File: src/rtl/result_drain_arbiter.sv
// result_drain_arbiter: round-robin drain of three per-port result RAMs into one valid/ready stream tagged with the source port.
// Latency: grant registered in IDLE, rden during ISSUE, RAM data captured at the end of CAPTURE -> out_valid 3 edges after pending is seen.
// Backpressure: HOLD keeps out_valid/out_data/out_port stable until out_ready; no further RAM reads are issued while a word is held.
//
// Ports:
//   clk, reset                  clock and asynchronous active-high reset
//   wrcount1..3                 writer-side write counts (free-running, wrapping)
//   ramdata1..3                 RAM q outputs, valid the cycle after rden
//   en_mask                     per-port drain enable, bit0 = port 1
//   rdaddr1..3, rden1..3        RAM read address (= read counter) and one-hot read enable
//   out_valid/out_data/out_port drained word stream, out_ready from the consumer
//   busy                        high whenever a transaction is in progress

module result_drain_arbiter #(
    parameter int DEPTH_BITS = 14,
    parameter int DATA_W     = 8
) (
    input  logic                  clk,
    input  logic                  reset,
    input  logic [DEPTH_BITS-1:0] wrcount1,
    input  logic [DEPTH_BITS-1:0] wrcount2,
    input  logic [DEPTH_BITS-1:0] wrcount3,
    input  logic [DATA_W-1:0]     ramdata1,
    input  logic [DATA_W-1:0]     ramdata2,
    input  logic [DATA_W-1:0]     ramdata3,
    input  logic [2:0]            en_mask,
    output logic [DEPTH_BITS-1:0] rdaddr1,
    output logic [DEPTH_BITS-1:0] rdaddr2,
    output logic [DEPTH_BITS-1:0] rdaddr3,
    output logic                  rden1,
    output logic                  rden2,
    output logic                  rden3,
    output logic                  out_valid,
    output logic [DATA_W-1:0]     out_data,
    output logic [1:0]            out_port,
    input  logic                  out_ready,
    output logic                  busy
);

    typedef enum logic [1:0] {
        IDLE    = 2'd0,
        ISSUE   = 2'd1,
        CAPTURE = 2'd2,
        HOLD    = 2'd3
    } state_t;

    state_t                state;
    state_t                state_nxt;

    logic [1:0]            grant;      // port being served, 1..3
    logic [1:0]            rr;         // first port searched on the next arbitration, 1..3
    logic [1:0]            winner;
    logic [1:0]            cand;
    logic                  win_vld;
    logic [3:0]            pending;    // indexed by port number; bit 0 never set
    logic [DEPTH_BITS-1:0] rdcount [1:3];
    logic [DEPTH_BITS-1:0] wrcount [1:3];
    logic [DATA_W-1:0]     ramdata_sel;

    // Port successor in the 1 -> 2 -> 3 -> 1 ring.
    function automatic logic [1:0] next_port(input logic [1:0] p);
        return (p == 2'd3) ? 2'd1 : p + 2'd1;
    endfunction

    assign wrcount[1] = wrcount1;
    assign wrcount[2] = wrcount2;
    assign wrcount[3] = wrcount3;

    // Plain inequality: both counters wrap at the same modulus, so the
    // wrap point needs no special handling. Full is the writer's problem.
    assign pending[0] = 1'b0;
    assign pending[1] = en_mask[0] && (rdcount[1] != wrcount[1]);
    assign pending[2] = en_mask[1] && (rdcount[2] != wrcount[2]);
    assign pending[3] = en_mask[2] && (rdcount[3] != wrcount[3]);

    // Round-robin search starting at rr; first pending port wins.
    always_comb begin
        winner  = 2'd0;
        win_vld = 1'b0;
        cand    = rr;
        for (int k = 0; k < 3; k++) begin
            if (!win_vld && pending[cand]) begin
                winner  = cand;
                win_vld = 1'b1;
            end
            cand = next_port(cand);
        end
    end

    // Next-state logic. Pending is only looked at in IDLE, so input
    // changes while busy cannot disturb the transaction in flight.
    always_comb begin
        state_nxt = state;
        case (state)
            IDLE:    if (win_vld) state_nxt = ISSUE;
            ISSUE:   state_nxt = CAPTURE;
            CAPTURE: state_nxt = HOLD;
            HOLD:    if (out_valid && out_ready) state_nxt = IDLE;
            default: state_nxt = IDLE;
        endcase
    end

    always_ff @(posedge clk or posedge reset) begin
        if (reset) begin
            state <= IDLE;
        end else begin
            state <= state_nxt;
        end
    end

    // Data returned by the RAM of the granted port.
    always_comb begin
        ramdata_sel = '0;
        case (grant)
            2'd1:    ramdata_sel = ramdata1;
            2'd2:    ramdata_sel = ramdata2;
            2'd3:    ramdata_sel = ramdata3;
            default: ramdata_sel = '0;
        endcase
    end

    // Datapath. The read counter advances at capture rather than at
    // acceptance: the RAM word is already in out_data, so it is never
    // re-read however long the consumer stalls.
    always_ff @(posedge clk or posedge reset) begin
        if (reset) begin
            grant     <= 2'd0;
            rr        <= 2'd1;
            out_valid <= 1'b0;
            out_data  <= '0;
            out_port  <= 2'd0;
            for (int i = 1; i <= 3; i++) begin
                rdcount[i] <= '0;
            end
        end else begin
            case (state)
                IDLE: begin
                    if (win_vld) begin
                        grant <= winner;
                    end
                end
                CAPTURE: begin
                    out_data  <= ramdata_sel;
                    out_port  <= grant;
                    out_valid <= 1'b1;
                    for (int i = 1; i <= 3; i++) begin
                        if (grant == 2'(i)) begin
                            rdcount[i] <= rdcount[i] + DEPTH_BITS'(1);
                        end
                    end
                end
                HOLD: begin
                    if (out_valid && out_ready) begin
                        out_valid <= 1'b0;
                        rr        <= next_port(grant);
                    end
                end
                default: ;
            endcase
        end
    end

    // RAM addresses follow the read counters at all times; the RAM samples
    // rdaddr on the same edge that samples rden (end of ISSUE).
    assign rdaddr1 = rdcount[1];
    assign rdaddr2 = rdcount[2];
    assign rdaddr3 = rdcount[3];

    assign rden1 = (state == ISSUE) && (grant == 2'd1);
    assign rden2 = (state == ISSUE) && (grant == 2'd2);
    assign rden3 = (state == ISSUE) && (grant == 2'd3);

    assign busy = (state != IDLE);

endmodule

File: config.mk
export PLATFORM = sky130hd
export DESIGN_NAME = result_drain_arbiter
export DESIGN_NICKNAME = d
export VERILOG_FILES = /design/src/rtl/result_drain_arbiter.sv
export SDC_FILE = /design/constraint.sdc
export NUM_CORES = 1
export LEC_CHECK = 0
export CAP_MARGIN = 30
export CORE_UTILIZATION = 41
export CTS_BUF_LIST = sky130_fd_sc_hd__clkbuf_8
export CTS_CLUSTER_DIAMETER = 200
export DETAILED_ROUTE_END_ITERATION = 8
export PLACE_DENSITY = 0.79
export SYNTH_ARGS = -nofsm -noshare
export SYNTH_HDL_FRONTEND = slang
export SYNTH_SLANG_ARGS = --single-unit
File: constraint.sdc
create_clock -name clk -period 2.1 [get_ports clk]
set_input_delay 0.42 -clock clk [delete_from_list [all_inputs] [get_ports clk]]
set_output_delay 0.42 -clock clk [all_outputs]
set_load 0.1 [all_outputs]
## Word level (Yosys, flattened, before mapping)

Index checks and enable logic that the tools add are counted.

| operators by class | value |
|---|---|
| reduce and logical (&&, ||, !) cells | 21 |
| equality and inequality tests | 13 |
| mux-type cells | 21 |
| $add $sub $neg | 6 |
| $lt $le $gt $ge | 3 |

Operators by type and width:

| cell | number |
|---|---|
| 14-bit by 1-bit adder with 14-bit output (second input constant) | 3 |
| 14-bit != test | 3 |
| 8-bit case mux with 3 select lines | 1 |
| 2-bit two-way mux | 8 |
| 2-bit AND reduction | 7 |
| 2-bit equality test (second input constant) | 6 |
| 1-bit logical AND | 9 |
| 2-bit by 3-bit less-than comparator with 1-bit output (second input constant) | 3 |
| 2-bit case mux with 4 select lines | 1 |
| 1-bit two-way mux | 7 |
| 2-bit by 1-bit adder with 2-bit output (second input constant) | 3 |
| 1-bit binary-select mux with 2-bit select | 3 |
| 2-bit by 1-bit equality test with 1-bit output (second input constant) | 2 |
| 2-bit != test (second input constant) | 2 |
| 2-bit nonzero test | 2 |
| 1-bit logical NOT | 2 |
| 2-bit logical NOT | 1 |
| 1-bit case mux with 2 select lines | 1 |

| word-level totals | value |
|---|---|
| bits of input ports | 72 |
| bits in registers | 59 |
| output and inout bits | 57 |
| logic and storage cells | 73 |

## Longest topological paths before layout

Gate-level depths: netlist (run 1).

| logic depth | value |
|---|---|
| depth after elaboration | 13 |
| mapped depth | 10 |
| gate-level depth less buffers | 8 |

## Worst setup path before layout (run 1)

Ideal clock, no wire load.

| timing | value |
|---|---|
| kind | register to register |
| start point | reg rdcount, in the netlist rdaddr1[2] |
| end point | reg state[1] |
| required time | 1.975 ns |
| path slack | -0.631 ns |
| stages on the path, launching flop included | 9 |
| data arrival time | 2.606 ns |
| buffers on the path | 0 |
| period minus slack after synthesis | 2.731 ns |
| cell sequence | dfrtp_1 > xor2_1 > nor4_1 > nand2_1 > o41ai_4 > o21ai_1 > nor2_2 > a31oi_1 > mux2_4 |

| on the way | value |
|---|---|
| cells in the longest elaborated chain, start to end | 13 |

Ends and longest elaborated chain:

| what | RTL line | text |
|---|---|---|
| from (decl) | 56 | `logic [DEPTH_BITS-1:0] rdcount [1:3];` |
| from (signal, indexed assignment) | 148 | `rdcount[i] <= rdcount[i] + DEPTH_BITS'(1);` |
| 14-bit != test (*) | 72 | `assign pending[1] = en_mask[0] && (rdcount[1] != wrcount[1]);` |
| 1-bit logical AND (*) | 72 |  |
| 1-bit binary-select mux with 2-bit select | 82 | `if (!win_vld && pending[cand]) begin` |
| 1-bit two-way mux (not written as such) | 82 |  |
| 1-bit two-way mux | 82 |  |
| 1-bit logical NOT | 82 |  |
| 1-bit logical AND | 82 |  |
| 1-bit two-way mux | 82 |  |
| 1-bit logical NOT | 82 |  |
| 1-bit logical AND | 82 |  |
| 1-bit two-way mux (*) | 82 |  |
| 2-bit != test (no line) (*) | - |  |
| 2-bit AND reduction (no line) (*) | - |  |
| to (signal assigned) | 107 | `state <= state_nxt;` |
| to (decl) | 47 | `state_t state;` |

Every way passes the cells marked *; elsewhere a longest branch is shown, timed or not. The select of a mux whose other input is x is not followed.
A chain may end at the register's enable or synchronous reset.

## Final worst setup path (run 1)

| timing | value |
|---|---|
| start point | in wrcount2[6] |
| end point | reg state[1] |

| on the way | value |
|---|---|
| cells in the longest elaborated chain, start to end | 13 |

Ends and longest elaborated chain:

| what | RTL line | text |
|---|---|---|
| from (decl) | 21 | `input logic [DEPTH_BITS-1:0] wrcount2,` |
| 14-bit != test (*) | 73 | `assign pending[2] = en_mask[1] && (rdcount[2] != wrcount[2]);` |
| 1-bit logical AND (*) | 73 |  |
| 1-bit binary-select mux with 2-bit select | 82 |  |
| 1-bit two-way mux (not written as such) | 82 |  |
| 1-bit two-way mux | 82 |  |
| 1-bit logical NOT | 82 |  |
| 1-bit logical AND | 82 |  |
| 1-bit two-way mux | 82 |  |
| 1-bit logical NOT | 82 |  |
| 1-bit logical AND | 82 |  |
| 1-bit two-way mux (*) | 82 |  |
| 2-bit != test (no line) (*) | - |  |
| 2-bit AND reduction (no line) (*) | - |  |

Marked as above.

==> results.sh, run 1 <==
export IMPL_min_period_ns=2.322
export IMPL_peakVddDrop_mv=1.190
export IMPL_maxCapViolations=0
export IMPL_cp_start_kind="input port"
export IMPL_finish_net_count=596
export IMPL_cts_buffers=9
export IMPL_power_switching_share_pct=50.71
export IMPL_wl_met2_mm=4.745
export IMPL_numPlacedInstances=593
export IMPL_slew_headroom_pct=70.12
export IMPL_violations="negative setup slack"
export IMPL_via_per_inst=4.982
export IMPL_rrSetupSlack_ns=-0.20
export IMPL_path_cells="clkdlybuf4s50_1 -> xor2_1 -> nor4_1 -> nand4_1 -> buf_4 -> nand4b_1 -> o211ai_2 -> nor2_2 -> a31oi_4 -> mux2_4"
export IMPL_syn_num_nets=404
export IMPL_rr_endpoint="state[1]"
export IMPL_gr_total_overflow=0
export IMPL_p_leak_nw=2.631
export IMPL_antenna_found_initial=0
export IMPL_highest_layer="met4"
export IMPL_drv_slew=0
export IMPL_setup_viol=4
export IMPL_criticalPathCategory="input port to flip-flop"
export IMPL_cts_tree="done"
export IMPL_r2r_start="rdaddr2[5]"
export IMPL_grt_pass1_wl_mm=14.59
export IMPL_first_pass_iters=6
export IMPL_wl_per_cell_um=14.52
export IMPL_wl_met1_mm=3.708
export IMPL_synth_seq_cells=59
export IMPL_drt_total_wl_mm=8.961
export IMPL_fin_hold_ws_ns=0.4278
export IMPL_avgSynthCellArea_um2=10.41
export IMPL_dp_worst_setup_slack_ns=-0.7084
export IMPL_tightest_slew_ns=0.4476
export IMPL_path_clk_slew_ns=0.07
export IMPL_boundaryPins=129
export IMPL_cpPeakStageDelay_ns=0.43
export IMPL_via_count=3074
export IMPL_die_w_um=91.88
export IMPL_hp_class="input port to asynchronous set/reset pin"
export IMPL_fin_area_um2=5380
export IMPL_slowest_stage="clkdlybuf4s50_1"
export IMPL_worst_skew_pair_late_latency_ns=0.33
export IMPL_netSwitchingPower_mw=3.390
export IMPL_met3_wirelength_um=424
export IMPL_die_area_um2=8441
export IMPL_clock_skew_ns=0.01240
export IMPL_rsz0062_at_grt="true"
export IMPL_htree_num_levels=3
export IMPL_grt_max_degree=25
export IMPL_drtIter0Drc=152
export IMPL_rows=32
export IMPL_combPwrFrac_pct=63.2
export IMPL_initial_core_util_pct=42.64
export IMPL_rr_worst_depth=9
export IMPL_drive_gt1_share_pct=38.64
export IMPL_ant_nets=0
export IMPL_cts_sinks=59
export IMPL_pwr_share_clk_pct=12.8
export IMPL_netlist_instances=318
export IMPL_internal_power_mw=3.296
export IMPL_status="finished, violations left"
export IMPL_ys_seq_area_share_pct=44.62
export IMPL_path_delay_family="simple AND/OR/NAND/NOR gates"
export IMPL_hold_viol=0
export IMPL_final_period_utilization_pct=110.6
export IMPL_seq_power_share_pct=24.0
export IMPL_die_y_um=91.88
export IMPL_grt_usage_pct=21.82
export IMPL_p_per_area_nw_per_um2=1243
export IMPL_grt_pass1_vias=3159
export IMPL_clockRootBuffer="clkbuf_8"
export IMPL_path_buf_inv=2
export IMPL_diodes=0
export IMPL_syn_to_final_growth_pct=62.45
export IMPL_synth_cell_area_um2=3312
export IMPL_place_gp_congestion=0.8484
export IMPL_io_buffers=128
export IMPL_crit_arrival_ns=2.53
export IMPL_cts_hold_buf=0
export IMPL_end_kind="flip-flop"
export IMPL_layout_setup_ws_ns=-0.2223
export IMPL_core_area_um2=7767
export IMPL_ys_types=36
export IMPL_detailed_place_hpwl_mm=6.879
export IMPL_cp_max_fo=3
export IMPL_fmax_mhz=430.6
export IMPL_placed_area_um2=5075
export IMPL_fin_cells=617
export IMPL_ys_warnings_count=0
export IMPL_drcViolationCount=0
export IMPL_cp_required_ns=2.31
export IMPL_clockBufferDepth=2
[layout by cell type, fill, tap and decap left out, types with 2 or more instances in the layout]
master,synthesis,layout
a222oi_1,8,8
inv_1,18,20
nor4_1,8,4
xnor2_1,32,32
clkdlybuf4s50_1,0,47
nand2b_1,2,2
and3_1,10,10
nor2_1,15,15
buf_4,0,111
nand3_2,0,3
nor4_2,0,4
dlygate4sd2_1,0,20
mux2_2,6,6
nand4_1,11,11
nand2_1,29,29
ha_1,14,14
and2_1,5,4
o22ai_1,8,8
dfrtp_2,0,42
a21oi_1,5,5
dfrtp_1,58,16
nand3_1,11,8
dlymetal6s2s_1,0,4
buf_12,0,6
clkinv_2,0,3
clkbuf_8,0,10
o21ai_0,3,2
and4_1,2,2
xor2_1,49,47
xor2_2,0,2
[timing repair]
item | 4_1_cts | 5_1_grt
pin swaps | 20 | 14
gates resized for setup | 29 | 10
endpoints found under the setup margin | 4 | 6
buffers inserted | 5 | 3
[final cells by class]
type,instances,area [um2]
clock buffer,10,137.6
clock inverter,6,26.28
fill,630,2387
inverter,18,67.56
multi-input combinational,234,1842
sequential,59,1530
tap,102,127.6
timing repair buffer,188,1649
[cells by family after synthesis]
| logic type | synth area share (%) |
|---|---|
| compound gates | 8.576 |
| xor+xnor | 21.42 |
| fa+ha+maj | 5.289 |
| buf+inv | 2.833 |
| flops | 44.62 |
| mux | 2.493 |
| simple gates | 14.77 |
[synthesized netlist by cell type]
library cell,number,area (um2)
nand3_1,11,55.05
mux2_4,1,15.01
inv_1,18,67.56
o22ai_1,8,50.05
xnor2_1,32,280.3
and4_1,2,17.52
o41ai_4,1,27.53
xor2_1,49,429.2
a32oi_1,2,17.52
o21ai_0,3,15.01
a21o_1,1,7.510
dfstp_2,1,26.28
nor2b_1,1,6.260
dfrtp_1,58,1451
and2_1,5,31.28
o21bai_1,1,7.510
o32a_1,1,10.01
a32o_1,1,10.01
nor2_2,1,6.260
ha_1,14,175.2
and3_1,10,62.56
nor4_1,8,50.05
a222oi_1,8,80.08
a21oi_1,5,25.02
o21ai_1,1,5.000
a31oi_1,1,6.260
nand2b_1,2,12.51
nand4_1,11,68.82
nand4b_1,1,8.760
clkbuf_1,7,26.28
nor3_1,1,5.000
o211ai_2,1,12.51
nor2_1,15,56.30
o311a_1,1,10.01
nand2_1,29,108.9
mux2_2,6,67.56
[registers in the layout, summed over array words and instances, names as in the netlist]
signal	count
grant	2
out_data	8
out_port	2
out_valid	1
rdaddr1	14
rdaddr2	14
rdaddr3	14
rr	2
state	2
[layer usage]
| layer | vias up | GRT usage, % |
|---|---|---|
| met5 | - | 0 |
| met4 | 0 | 5.859 |
| met3 | 8 | 3.400 |
| met2 | 95 | 39.74 |
| met1 | 1482 | 26.65 |
| li1 | 1489 | - |
[power by group through the flow]
stage | Clock, mW | Combinational, mW | Sequential [mW]
6_report | 0.854 | 4.23 | 1.60
5_1_grt | 0.927 | 4.48 | 1.64
4_1_cts | 0.886 | 4.11 | 1.60
3_5_place_dp | 0 | 3.99 | 1.62
3_3_place_gp | 0 | 3.88 | 1.61
2_1_floorplan | 0 | 1.37 | 3.05
[per-stage QoR]
| step | utilization, % | power, mW | setup TNS [ns] |
|---|---|---|---|
| after detailed placement | 65.34 | 5.605 | -2.461 |
| after CTS | 68.40 | 6.603 | -0.2739 |
| after global routing | 69.27 | 7.054 | -0.9989 |
| after floorplan | - | 4.417 | -0.5649 |
| after global placement | 65.34 | 5.490 | -2.266 |
| final | 69.27 | 6.686 | -0.5422 |
[worst max-delay path by stage]
| stage | startpoint | endpoint | slack (ns) | depth (start not counted) |
|---|---|---|---|---|
| 5_1_grt | rdaddr1[5] | state[1] | -0.32 | 9 |
| 3_5_place_dp | wrcount1[3] | state[1] | -0.71 | 10 |
| 2_1_floorplan | rdaddr1[3] | grant[1] | -0.23 | 8 |
| 4_1_cts | rdaddr1[5] | state[1] | -0.13 | 9 |
| 6_report | wrcount2[6] | state[1] | -0.22 | 10 |
| 3_3_place_gp | wrcount1[3] | state[1] | -0.65 | 10 |
Note: power is estimated with default switching activity, not from simulation.
==> run 2, diff against run 1 <==
--- a/config.mk
+++ b/config.mk
@@ -6,11 +6,13 @@
 export NUM_CORES = 1
 export LEC_CHECK = 0
 export CAP_MARGIN = 30
+export CORE_ASPECT_RATIO = 2
 export CORE_UTILIZATION = 41
 export CTS_BUF_LIST = sky130_fd_sc_hd__clkbuf_8
-export CTS_CLUSTER_DIAMETER = 200
+export CTS_CLUSTER_DIAMETER = 150
 export DETAILED_ROUTE_END_ITERATION = 8
 export PLACE_DENSITY = 0.79
+export SKIP_CTS_REPAIR_TIMING = 1
 export SYNTH_ARGS = -nofsm -noshare
 export SYNTH_HDL_FRONTEND = slang
 export SYNTH_SLANG_ARGS = --single-unit
==> run 2 against run 1 <==
The flow still finishes with violations (negative setup slack). Worst hold slack improved by 0.039 ns. Sequential share of layout area rose by 0.13 points. Die area rose by 0.26%. Non-clock buffer count fell by 8. Critical path depth fell by 1. Combinational power barely moved. Final cell count fell by 2.3%. Clock power rose by 25%. First-iteration DRC count fell by 0.66%. Flip-flop and latch count did not move. Largest cell class unchanged.
==> results.sh, run 2 (synthesis results as in run 1) <==
export IMPL_die_area_um2=8463
export IMPL_slew_headroom_pct=74.90
export IMPL_clockBufferDepth=2
export IMPL_wl_met1_mm=3.253
export IMPL_maxCapViolations=0
export IMPL_fmax_mhz=425.1
export IMPL_critical_path_startpoint="rdaddr1[2]"
export IMPL_drcViolationCount=0
export IMPL_gr_total_overflow=0
export IMPL_p_leak_nw=2.581
export IMPL_initial_core_util_pct=42.00
export IMPL_htree_num_levels=3
export IMPL_setup_viol=4
export IMPL_criticalPathCategory="flip-flop to flip-flop"
export IMPL_placed_area_um2=5055
export IMPL_violations="negative setup slack"
export IMPL_drt_total_wl_mm=9.483
export IMPL_path_buf_inv=1
export IMPL_cts_tree="done"
export IMPL_min_period_ns=2.352
export IMPL_fin_area_um2=5356
export IMPL_clock_skew_ns=0.01163
export IMPL_diodes=0
export IMPL_ant_nets=0
export IMPL_cts_sinks=59
export IMPL_final_core_util_pct=67.93
export IMPL_clockRootBuffer="clkbuf_8"
export IMPL_hp_class="input port to asynchronous set/reset pin"
export IMPL_cp_start_kind="flip-flop"
export IMPL_path_delay_family="simple AND/OR/NAND/NOR gates"
export IMPL_grt_usage_pct=23.15
export IMPL_cpPeakStageDelay_ns=0.43
export IMPL_highest_layer="met4"
export IMPL_syn_to_final_growth_pct=61.73
export IMPL_r2r_start="rdaddr1[2]"
export IMPL_die_w_um=65.55
export IMPL_dp_worst_setup_slack_ns=-0.6527
export IMPL_crit_cells=9
export IMPL_first_pass_iters=5
export IMPL_final_period_utilization_pct=112.0
export IMPL_core_area_um2=7885
export IMPL_cp_required_ns=2.34
export IMPL_crit_arrival_ns=2.59
export IMPL_drv_slew=0
export IMPL_grt_pass1_vias=3123
export IMPL_die_y_um=129.1
export IMPL_finish_net_count=588
export IMPL_layout_commonest_cell="buf_4"
export IMPL_path_clk_slew_ns=0.07
export IMPL_antenna_found_initial=0
export IMPL_via_per_inst=5.109
export IMPL_final_cell_mix="buf_4 (104), clkdlybuf4s50_1 (66), xor2_1 (49)"
export IMPL_drtIter0Drc=151
export IMPL_place_gp_congestion=0.9116
export IMPL_p_per_area_nw_per_um2=1282
export IMPL_grt_max_degree=60
export IMPL_boundaryPins=129
export IMPL_detailed_place_hpwl_mm=7.450
export IMPL_wl_met2_mm=5.618
export IMPL_hold_viol=0
export IMPL_path_cells="xor2_1 -> nor4_1 -> nand2_1 -> o41ai_4 -> buf_4 -> o211ai_4 -> nor2_4 -> a31oi_4 -> mux2_4"
export IMPL_met3_wirelength_um=305
export IMPL_rr_worst_depth=9
export IMPL_rsz0062_at_grt="true"
export IMPL_drive_gt1_share_pct=37.08
export IMPL_io_buffers=128
export IMPL_wl_per_cell_um=15.73
export IMPL_peakVddDrop_mv=1.218
export IMPL_tightest_slew_ns=0.3765
export IMPL_status="finished, violations left"
export IMPL_layout_setup_ws_ns=-0.2524
export IMPL_end_kind="flip-flop"
export IMPL_cp_max_fo=5
export IMPL_rows=46
export IMPL_slowest_stage="dfrtp_2"
export IMPL_cts_buffers=9
export IMPL_grt_pass1_wl_mm=14.50
export IMPL_worst_skew_pair_late_latency_ns=0.35
export IMPL_via_count=3081
run 2: changes by cell type in the layout (fill, tap and decap cells not counted), sizes merged:
cell / before / now
clkinv: 3 / 1
dlymetal6s2s: 4 / 5
inv: 21 / 20
dlygate4sd2: 20 / 0
buf: 117 / 109
clkdlybuf4s50: 47 / 66
clkbuf: 10 / 12
bufinv: 0 / 1
run 2: power breakdown:
| part | switching (mW) | internal, mW | leakage, nW |
|---|---|---|---|
| logic | 2.79 | 1.41 | 1.75 |
| registers | 0.186 | 1.42 | 0.712 |
| clock network | 0.432 | 0.634 | 0.115 |
run 2: final timing paths:
| check | end | slack [ns] |
|---|---|---|
| min in group clk | rdaddr1[13] | 0.50 |
| max in group asynchronous | rr[0] | 1.32 |
| worst min-delay path | rdaddr1[13] | 0.47 |
| worst max register to register | state[1] | -0.25 |
| worst max-delay path | state[1] | -0.25 |
| worst min register to register | rdaddr1[13] | 0.50 |
run 2: metrics by stage:
step           setup TNS [ns]  power [mW]  instances  hold slack, ns
2_1_floorplan         -0.5649       4.417        318          0.4933
3_3_place_gp           -2.017       5.554        587          0.4905
3_5_place_dp           -2.214       5.650        587          0.4964
4_1_cts               -0.7261       6.749        603          0.4714
5_1_grt                -1.052       7.200        603          0.4962
6_report              -0.6888       6.869        603          0.4670
run 2: final cells by class:
cell class                      instances  area [um2]
Clock buffer                           12       165.2
Clock inverter                          4       42.54
Fill cell                             617        2529
Inverter                               18       67.56
Multi-Input combinational cell        234        1827
Sequential cell                        59        1530
Tap cell                               96       120.1
Timing Repair Buffer                  180        1604
run 2: metal layers:
metal	global-route usage (%)	vias up
li1	-	1470
met1	22.64	1493
met2	43.06	98
met3	2.993	20
met4	16.37	0
met5	0	-
run 2: tightest hold or removal path: cells and delay by family:
| kind | cells | cell delay (ns) |
|---|---|---|
| buffers and inverters | 3 | 0.78 |
==> run 3, diff against run 2 <==
--- a/config.mk
+++ b/config.mk
@@ -9,10 +9,11 @@
 export CORE_ASPECT_RATIO = 2
 export CORE_UTILIZATION = 41
 export CTS_BUF_LIST = sky130_fd_sc_hd__clkbuf_8
-export CTS_CLUSTER_DIAMETER = 150
+export CTS_CLUSTER_DIAMETER = 30
 export DETAILED_ROUTE_END_ITERATION = 8
 export PLACE_DENSITY = 0.79
 export SKIP_CTS_REPAIR_TIMING = 1
+export SLEW_MARGIN = 20
 export SYNTH_ARGS = -nofsm -noshare
 export SYNTH_HDL_FRONTEND = slang
 export SYNTH_SLANG_ARGS = --single-unit
==> results of run 3 <==
Same layout as run 2: the final DEF is identical, and so are final timing and power.
